--- src/rtl/dbg_trap_trace_pkg.sv ---
// Shared types for the trap-event trace recorder.
package dbg_pkg;

    localparam int unsigned DBG_XLEN    = 64;
    localparam int unsigned DBG_CAUSE_W = 6;
    localparam int unsigned DBG_SEQ_W   = 16;

    localparam logic [15:0] OVF_MAX = 16'hFFFF;

    // Default-width entry layout; the top rebuilds the same layout from its own parameters.
    typedef struct packed {
        logic [DBG_XLEN-1:0]    pc;
        logic [DBG_CAUSE_W-1:0] cause;
        logic                   deleg;
        logic [DBG_XLEN-1:0]    tvec;
        logic [DBG_SEQ_W-1:0]   seq;
    } trace_entry_t;

    typedef enum logic [1:0] {
        RUN    = 2'd0,
        POST   = 2'd1,
        FROZEN = 2'd2
    } trig_state_e;

endpackage

--- src/rtl/dbg_trap_trace_if.sv ---
// Trap-sample inputs and the valid/ready drain port of the trace recorder.
interface dbg_trap_trace_if #(
    parameter int unsigned XLEN    = 64,
    parameter int unsigned CAUSE_W = 6,
    parameter int unsigned SEQ_W   = 16
);
    logic [XLEN-1:0]    pc;
    logic               except;
    logic [CAUSE_W-1:0] cause;
    logic               medeleg;
    logic [XLEN-1:0]    tvec;

    logic               rd_valid;
    logic               rd_ready;
    logic [XLEN-1:0]    rd_pc;
    logic [CAUSE_W-1:0] rd_cause;
    logic               rd_deleg;
    logic [XLEN-1:0]    rd_tvec;
    logic [SEQ_W-1:0]   rd_seq;

    modport master (
        output pc, except, cause, medeleg, tvec, rd_ready,
        input  rd_valid, rd_pc, rd_cause, rd_deleg, rd_tvec, rd_seq
    );

    modport slave (
        input  pc, except, cause, medeleg, tvec, rd_ready,
        output rd_valid, rd_pc, rd_cause, rd_deleg, rd_tvec, rd_seq
    );
endinterface

--- src/rtl/dbg_trap_trace_ram.sv ---
// Trace entry storage: one synchronous write port, one asynchronous read port.
module dbg_trace_ram
    import dbg_pkg::*;
#(
    parameter int unsigned DEPTH   = 16,
    parameter type         entry_t = trace_entry_t
) (
    input  logic                     clk,
    input  logic                     we,
    input  logic [$clog2(DEPTH)-1:0] waddr,
    input  entry_t                   wdata,
    input  logic [$clog2(DEPTH)-1:0] raddr,
    output entry_t                   rdata
);
    entry_t mem [DEPTH];

    always_ff @(posedge clk) begin
        if (we) mem[waddr] <= wdata;
    end

    assign rdata = mem[raddr];
endmodule

--- src/rtl/dbg_trap_trace.sv ---
// Trap-event trace recorder: overwrite-oldest circular buffer with cause trigger and freeze.
// Optional DBG_TRAP_DISPLAY_EN adds simulation-only event printing.
module dbg_trap_trace
    import dbg_pkg::*;
#(
    parameter int unsigned XLEN     = 64,
    parameter int unsigned DEPTH    = 16,
    parameter int unsigned CAUSE_W  = 6,
    parameter int unsigned POST_CNT = 4,
    parameter int unsigned SEQ_W    = 16
) (
    input  logic                       clk,
    input  logic                       rst_n,
    dbg_trap_trace_if.slave            bus,
    input  logic                       clear,
    input  logic                       freeze,
    input  logic                       trig_en,
    input  logic [CAUSE_W-1:0]         trig_cause,
    output logic [$clog2(DEPTH+1)-1:0] count,
    output logic [15:0]                overflow_cnt,
    output logic [1:0]                 state
);
    localparam int unsigned AW = $clog2(DEPTH);
    localparam int unsigned CW = $clog2(DEPTH+1);
    localparam int unsigned PW = (POST_CNT > 0) ? $clog2(POST_CNT+1) : 1;

    typedef struct packed {
        logic [XLEN-1:0]    pc;
        logic [CAUSE_W-1:0] cause;
        logic               deleg;
        logic [XLEN-1:0]    tvec;
        logic [SEQ_W-1:0]   seq;
    } entry_t;

    logic [AW-1:0]    wptr, rptr;
    logic [SEQ_W-1:0] seq;
    logic [PW-1:0]    post_cnt;
    trig_state_e      st;
    entry_t           wr_entry, rd_entry;
    logic             cap, pop, full, hit;

    assign full = (count == CW'(DEPTH));
    assign cap  = bus.except && (st != FROZEN) && !clear;
    assign pop  = bus.rd_valid && bus.rd_ready;
    assign hit  = trig_en && (bus.cause == trig_cause);

    assign wr_entry = '{pc: bus.pc, cause: bus.cause, deleg: bus.medeleg,
                        tvec: bus.tvec, seq: seq};

    dbg_trace_ram #(.DEPTH(DEPTH), .entry_t(entry_t)) u_ram (
        .clk   (clk),
        .we    (cap),
        .waddr (wptr),
        .wdata (wr_entry),
        .raddr (rptr),
        .rdata (rd_entry)
    );

    assign bus.rd_valid = (count != '0);
    assign bus.rd_pc    = rd_entry.pc;
    assign bus.rd_cause = rd_entry.cause;
    assign bus.rd_deleg = rd_entry.deleg;
    assign bus.rd_tvec  = rd_entry.tvec;
    assign bus.rd_seq   = rd_entry.seq;
    assign state        = st;

    always_ff @(posedge clk or negedge rst_n) begin
        if (!rst_n) begin
            wptr         <= '0;
            rptr         <= '0;
            count        <= '0;
            overflow_cnt <= '0;
            seq          <= '0;
            post_cnt     <= '0;
            st           <= RUN;
        end else if (clear) begin
            wptr         <= '0;
            rptr         <= '0;
            count        <= '0;
            overflow_cnt <= '0;
            seq          <= '0;
            post_cnt     <= '0;
            st           <= RUN;
        end else begin
            if (cap) begin
                wptr <= wptr + AW'(1);
                seq  <= seq + SEQ_W'(1);
            end
            // A full-buffer capture lands on rptr, so the oldest entry leaves exactly once
            // whether it was popped or overwritten.
            if (pop || (cap && full)) rptr <= rptr + AW'(1);
            if (cap && !pop && !full)      count <= count + CW'(1);
            else if (pop && !cap)          count <= count - CW'(1);
            if (cap && full && !pop && (overflow_cnt != OVF_MAX))
                overflow_cnt <= overflow_cnt + 16'd1;

            if (freeze) begin
                st <= FROZEN;
            end else begin
                case (st)
                    RUN: begin
                        if (cap && hit) begin
                            post_cnt <= PW'(POST_CNT);
                            if (POST_CNT == 0) st <= FROZEN;
                            else               st <= POST;
                        end
                    end
                    POST: begin
                        if (cap) begin
                            post_cnt <= post_cnt - PW'(1);
                            if (post_cnt == PW'(1)) st <= FROZEN;
                        end
                    end
                    FROZEN: ;
                    default: st <= RUN;
                endcase
            end
        end
    end

`ifdef DBG_TRAP_DISPLAY_EN
    function automatic logic check_verbose(input logic [XLEN-1:0] p);
        return 1'b1;
    endfunction
    trig_state_e st_d;
    always @(posedge clk) begin
        st_d <= st;
        if (rst_n) begin
            if (cap && check_verbose(bus.pc))
                $display($time,, "TRAP: [%08x] seq(%0d) cause(%0x) deleg(%0x) tvec(%0x)",
                         bus.pc, seq, bus.cause, bus.medeleg, bus.tvec);
            if (cap && full && !pop)
                $display($time,, "TRAP: overflow, entry seq(%0d) overwritten", rd_entry.seq);
            if (st == FROZEN && st_d != FROZEN)
                $display($time,, "TRAP: trace frozen, count(%0d)", count);
        end
    end
`endif
endmodule

--- src/flat_wrapper.sv ---
// flat-port wrapper written by rule: the top's interface ports become plain ports
module dbg_trap_trace_flat import dbg_pkg::*;
#(
    parameter int unsigned XLEN     = 64,
    parameter int unsigned DEPTH    = 16,
    parameter int unsigned CAUSE_W  = 6,
    parameter int unsigned POST_CNT = 4,
    parameter int unsigned SEQ_W    = 16
)
  (clk, rst_n, clear, freeze, trig_en, trig_cause, count, overflow_cnt, state, bus_pc, bus_except, bus_cause, bus_medeleg, bus_tvec, bus_rd_ready, bus_rd_valid, bus_rd_pc, bus_rd_cause, bus_rd_deleg, bus_rd_tvec, bus_rd_seq);
  dbg_trap_trace_if #(.XLEN(XLEN), .CAUSE_W(CAUSE_W), .SEQ_W(SEQ_W)) bus_i ();
  input  logic clk;
  input  logic rst_n;
  input  logic clear;
  input  logic freeze;
  input  logic trig_en;
  input  logic [CAUSE_W-1:0] trig_cause;
  output logic [$clog2(DEPTH+1)-1:0] count;
  output logic [15:0] overflow_cnt;
  output logic [1:0] state;
  input wire logic [$bits(bus_i.pc)-1:0] bus_pc;
  input wire logic [$bits(bus_i.except)-1:0] bus_except;
  input wire logic [$bits(bus_i.cause)-1:0] bus_cause;
  input wire logic [$bits(bus_i.medeleg)-1:0] bus_medeleg;
  input wire logic [$bits(bus_i.tvec)-1:0] bus_tvec;
  input wire logic [$bits(bus_i.rd_ready)-1:0] bus_rd_ready;
  output wire logic [$bits(bus_i.rd_valid)-1:0] bus_rd_valid;
  output wire logic [$bits(bus_i.rd_pc)-1:0] bus_rd_pc;
  output wire logic [$bits(bus_i.rd_cause)-1:0] bus_rd_cause;
  output wire logic [$bits(bus_i.rd_deleg)-1:0] bus_rd_deleg;
  output wire logic [$bits(bus_i.rd_tvec)-1:0] bus_rd_tvec;
  output wire logic [$bits(bus_i.rd_seq)-1:0] bus_rd_seq;
  assign bus_i.pc = bus_pc;
  assign bus_i.except = bus_except;
  assign bus_i.cause = bus_cause;
  assign bus_i.medeleg = bus_medeleg;
  assign bus_i.tvec = bus_tvec;
  assign bus_i.rd_ready = bus_rd_ready;
  assign bus_rd_valid = bus_i.rd_valid;
  assign bus_rd_pc = bus_i.rd_pc;
  assign bus_rd_cause = bus_i.rd_cause;
  assign bus_rd_deleg = bus_i.rd_deleg;
  assign bus_rd_tvec = bus_i.rd_tvec;
  assign bus_rd_seq = bus_i.rd_seq;
  dbg_trap_trace #(.XLEN(XLEN), .DEPTH(DEPTH), .CAUSE_W(CAUSE_W), .POST_CNT(POST_CNT), .SEQ_W(SEQ_W)) u_core (.clk(clk), .rst_n(rst_n), .bus(bus_i), .clear(clear), .freeze(freeze), .trig_en(trig_en), .trig_cause(trig_cause), .count(count), .overflow_cnt(overflow_cnt), .state(state));
endmodule
--- config.mk ---
export PLATFORM = sky130hd
export DESIGN_NAME = dbg_trap_trace_flat
export DESIGN_NICKNAME = d
export VERILOG_FILES = /design/src/rtl/dbg_trap_trace_pkg.sv /design/src/rtl/dbg_trap_trace_if.sv /design/src/rtl/dbg_trap_trace_ram.sv /design/src/rtl/dbg_trap_trace.sv /design/src/flat_wrapper.sv
export SDC_FILE = /design/constraint.sdc
export NUM_CORES = 2
export LEC_CHECK = 0
export ABC_AREA = 1
export CAP_MARGIN = 20
export CORE_UTILIZATION = 40
export CTS_BUF_LIST = sky130_fd_sc_hd__clkbuf_8 sky130_fd_sc_hd__clkbuf_16
export CTS_CLUSTER_SIZE = 24
export DETAILED_ROUTE_END_ITERATION = 8
export SYNTH_ARGS = -nofsm -noshare
export SYNTH_HDL_FRONTEND = slang
export SYNTH_SLANG_ARGS = --single-unit
--- constraint.sdc ---
create_clock -name clk -period 36.1 [get_ports clk]
set_clock_uncertainty 0.2 [all_clocks]
set_input_delay 7.22 -clock clk [delete_from_list [all_inputs] [get_ports clk]]
set_output_delay 7.22 -clock clk [all_outputs]
set_load 0.1 [all_outputs]
Word-level counts from Yosys, hierarchy flattened
Memory sizes are Yosys's and may differ from the RTL's. Cells that the tools add are included.

Register bits: 50. Latch bits: 0. Memory bits (writable): 2416. Bits in read-only memories: 0. Output and inout bits: 175. Memories: 1.

$add $sub $neg: 7. Multiply operators: 0. Div/mod/pow operators: 0. Magnitude comparators: 0. Eq/ne operators: 14. Shift operators: 0. Multiplexer cells: 24. Bitwise gates (word level): 0. Reduce and logical (&&, ||, !) cells: 25.

Memories: u_core.u_ram.mem (words 16, bits a word 151, rd ports 1, clocked after memory_dff 0, write ports 1, line dbg_trap_trace_ram.sv:15) `entry_t mem [DEPTH];`.

Operators by type and width (number): $mux W16 (4); $add A16 B1 Y16 const B (2); $mux W4 (4); $ne A16 B16 Y1 const B (1); $mux W5 (3); $mux W3 (4); $ne A4 B3 Y1 const B (3); $logic_and A1 B1 Y1 (11); $mux W2 (5); $add A4 B1 Y4 const B (2); $reduce_and A4 Y1 (2); $eq A6 B6 Y1 (1); $ne A3 B2 Y1 const B (2); $pmux W2 S3 (1); $pmux W3 S2 (1); $reduce_bool A2 Y1 (3); $reduce_bool A3 Y1 (2); $add A5 B1 Y5 const B (1); $eq A5 B5 Y1 const B (1); $reduce_bool A5 Y1 (1); $sub A5 B1 Y5 const B (1); $logic_not A1 Y1 (4); $ne A2 B2 Y1 const B (2); $eq A3 B1 Y1 const B (1); other kinds (7) (8).

Depth between registers and ports, before layout
Depth after elaboration: 8. Depth in mapped cells: 13. Gate-level depth less buffers: 13.

Cells and area by module
Synthesis repeated with hierarchy kept, for this count alone.

Cell total of the unflattened synthesis: 9427. Area, all modules: 103155.2 um^2.

Modules (own cells, without submodules): dbg_trace_ram (instances 1, cells each 9020, area each 100047.2 um^2, seq. area each 72549.6 um^2); dbg_trap_trace (instances 1, cells each 407, area each 3108.0 um^2, seq. area each 1251.2 um^2).

Worst setup path after synthesis
Ideal clock, no wire load.

Kind: input-to-reg. Start point: input port clear. End point: memory u_core.u_ram.mem[1][0] (netlist bit) (enable). Setup time: 0.848 ns. Arrival: 18.045 ns. Path slack: 17.007 ns. Stages on the path: 5. Path buffers: 2. Path through: buf_2 > inv_1 > nand2_1 > clkbuf_1 > nor3_1.

Word-level cells in the longest chain between the ends: 4.

Ends and longest elaborated chain: from (decl) (line flat_wrapper.sv:14) `input logic clear;`; $logic_not A1 Y1 (line dbg_trap_trace.sv:43) `assign cap = bus.except && (st != FROZEN) && !clear;`; $logic_and A1 B1 Y1 (line dbg_trap_trace.sv:43); $mux W1 (line dbg_trap_trace_ram.sv:18) `if (we) mem[waddr] <= wdata;`; $mux W1 (not written as such) (line dbg_trap_trace_ram.sv:18); to (decl) (line dbg_trap_trace_ram.sv:15).

Every way passes these cells.

Worst setup path in the final report
Start point: register u_core.rptr[0]. End point: output port bus_rd_cause[2].

Word-level cells in the longest chain between the ends: 1.

Ends and longest elaborated chain: from (decl) (line dbg_trap_trace.sv:35) `logic [AW-1:0] wptr, rptr;`; from (signal assigned) (line dbg_trap_trace.sv:91) `if (pop || (cap && full)) rptr <= rptr + AW'(1);`; $mem_v2 Z16 W151; to (decl) (line flat_wrapper.sv:29) `output wire logic [$bits(bus_i.rd_cause)-1:0] bus_rd_cause;`.

Every way passes these cells.

==> results.yml <==
status:
  status: "finished, violations left"
  violations: "DRC"
clock_tree:
  postCtsSetupRepairBufs: 0
  cts-root-buf: "clkbuf_16"
  cts_resized: 0
  h-tree-depth: 5
  clk_pin_slew_ns: 0.06
  cts_buffer_depth: 4
  clk-insertion-delay-late_ns: 0.92
  cts_buffers: 280
  clkSinkCount: 2466
  holdBufCountCts: 0
  cts_tree: "built"
synth:
  yosysSeqAreaShare: 0.7694
  synth_area_leader_cell: "edfxtp_1"
  synthSimpleGateAreaFrac: 0.06923
  synth_xor_area_frac: 0.001370
  syn-num-nets: 7132
  synth.cell_area_um2: 95920
  syn_avg_cell_area_um2: 13.76
  post-synth-top-count-cell: "edfxtp_1"
  synthMuxAreaShare: 0
  synth-compound-area-share: 0.1324
  synth_common_cells: "2416 x edfxtp_1, 1363 x nor2_1, 1327 x o21ai_0"
  synth-edff-count: 2416
  synth-main-ff-cell: "edfxtp_1"
  syn_inst: 6970
  synthDominantCellAreaShare: 0.7563
  synth_cell_type_count: 34
  synth_fa_ha_area_frac: 0.001904
  synth_top_family_by_area: "compound AO/OA/AOI/OAI gates"
  synth_seq_cells: 2466
  async_reset_ff_frac: 0.02028
  yosysWarnings: 0
  ys_top_cells_by_area: "edfxtp_1 76%, o21ai_0 6.9%, nor2_1 5.3%, o22ai_1 2.5%, o221ai_1 2.4%"
placement:
  detailed_place_hpwl_mm: 122.6
  port_buffers: 322
  gp_routability_congestion: 0.7704
  placedCellCount: 10053
detailed_routing:
  vias: 60301
  via_per_inst: 5.717
  routed_wl_mm: 262.9
  drtAntennaViolNets: 0
  initialDrtViolationCount: 5853
  drc: 57
  dr.pass1.iters: 9
  wl_per_cell_um: 24.93
critical_path:
  critPathLaunchType: "flop"
  cp.arrival_ns: 6.69
  crit_required_ns: 28.68
  crit_chain: "buf_4, buf_12, buf_4, o21ai_0, o22ai_1, o21ai_0, o21ai_1, clkdlybuf4s50_1"
  slowest_delay_ns: 1.23
  crit_path_end_kind: "output pin"
  crit_fanout: 204
  slowest_stage: "clkdlybuf4s50_1"
  critical_path_class: "flop to output pin"
global_route:
  grt_pass1_vias: 57775
  grt_pass1_wl_mm: 384.0
  grt_max_degree: 267
  grt_usage: 0.2120
  antenna_found_initial: 34
  gr-total-overflow: 0
die:
  top_level_ports: 323
  row_count: 179
  fp.dieW_um: 491.7
  start_util: 0.4029
  die_area_um2: 241800
  die_h_um: 491.7
  core_area_um2: 238100
timing:
  min_period_over_period: 0.3909
  worst_slew_pin_slew_ns: 1.314
  rsz0062_at_grt: "false"
  hold_viol_final: 0
  final_max_slew_viol_count: 0
  setup_viol_count_final: 0
  timing.fmax_mhz: 70.87
  layout_min_cycle_time_ns: 14.11
  relSlewSlack: 0.1241
  setup_tns_ns: 0
finish:
  stdcell_count: 10547
  layout-drive-gt1-share: 0.06778
  nets: 7335
  area_growth_pct: 15.44
  num-fill-cells: 20667
power_and_ir_drop:
  max-vdd-ir-drop_mv: 0.07308
  power.total_mw: 7.840
  powerDensity_nw_per_um2: 70.81
  power_leakage_nw: 35.50
hold_path:
  hold_path.class: "flop to flop"
run:
  max-cap-violations: 0
-- worst max-delay path: cells and delay by family (launching register included) --
| family | cells | cell delay (ns) |
|---|---|---|
| buf+inv | 4 | 3.63 |
| flops | 1 | 0.82 |
| compound gates | 4 | 1.00 |
-- final cells by class --
cell class / instances / area (um2) / share of cell area
multi-input combinational: 3922 / 19750 / 0.1784
tap: 3167 / 3963 / 0.03579
clock inverter: 184 / 1354 / 0.01223
antenna: 18 / 45.04 / 0.0004068
sequential: 2466 / 73820 / 0.6666
inverter: 73 / 309.0 / 0.002791
timing repair buffer: 430 / 4334 / 0.03914
clock buffer: 287 / 7159 / 0.06466
-- power by group --
part | internal (mW) | total, mW | switching (mW)
Combinational | 0.460 | 1.96 | 1.50
Sequential | 3.20 | 3.22 | 0.0234
Clock | 1.57 | 2.66 | 1.09
Total | 5.23 | 7.84 | 2.61
-- flip-flops by register name, indices dropped and copies added (netlist names) --
name	flops
u_core.wptr	4
u_core.post_cnt	3
u_core.count	5
u_core.state	2
u_core.rptr	4
u_core.seq	16
u_core.u_ram.mem	2416
u_core.overflow_cnt	16
-- cells by family after synthesis --
kind of cell    after synthesis
flops                      2466
compound gates             2189
simple gates               1704
buf+inv                     582
xor+xnor                     15
fa+ha+maj                    14
-- routing by layer --
metal  track usage  wire, um  vias up
li1              -         -    26893
met1        0.2914    111600    30754
met2        0.3445    126600     2162
met3       0.03387     17510      470
met4       0.06746      7054       22
met5             0       149        -
-- per-stage QoR --
| stage | area, um2 | worst slack [ns] | util | hold WS, ns |
|---|---|---|---|---|
| 2_1_floorplan | 95920 | 17.01 | - | 0.2419 |
| 3_3_place_gp | 102000 | 23.03 | 0.4283 | 0.2600 |
| 3_5_place_dp | 102000 | 23.06 | 0.4286 | 0.2667 |
| 4_1_cts | 110600 | 22.04 | 0.4644 | 0.2802 |
| 5_1_grt | 110700 | 21.67 | 0.4650 | 0.3136 |
| 6_report | 110700 | 21.99 | 0.4651 | 0.2792 |
-- worst paths after layout --
path	end	slack (ns)	cells after the start	startpoint
worst max-delay path	bus_rd_cause[2]	21.99	8	u_core.rptr[0]
worst min-delay path	u_core.post_cnt[2]	0.28	2	u_core.post_cnt[2]
worst max register to register	u_core.u_ram.mem[11][46]	31.33	8	u_core.state[1]
worst min register to register	u_core.post_cnt[2]	0.28	2	u_core.post_cnt[2]
max in group asynchronous	u_core.rptr[1]	28.88	2	rst_n
min in group asynchronous	u_core.overflow_cnt[1]	6.23	2	rst_n
-- cells in the final DEF (no fill, tap or decap), types with 6 or more instances in the layout --
| cell type | n |
|---|---|
| edfxtp_1 | 2416 |
| nor2_1 | 1359 |
| o21ai_0 | 1327 |
| o22ai_1 | 378 |
| clkdlybuf4s50_1 | 320 |
| clkbuf_16 | 285 |
| o221ai_1 | 265 |
| nand2_1 | 180 |
| inv_1 | 132 |
| nand3_1 | 105 |
| o211ai_1 | 103 |
| o21ai_1 | 94 |
| buf_4 | 86 |
| clkinv_1 | 50 |
| dfrtp_1 | 46 |
| clkinv_2 | 33 |
| bufinv_16 | 20 |
| diode_2 | 18 |
| nor3_1 | 17 |
| nand4_1 | 16 |
| buf_12 | 16 |
| a21oi_1 | 13 |
| ha_1 | 13 |
| nor3_2 | 12 |
| xor2_1 | 9 |
| inv_6 | 7 |
| xnor2_1 | 6 |
(Power assumes the default switching activity.)
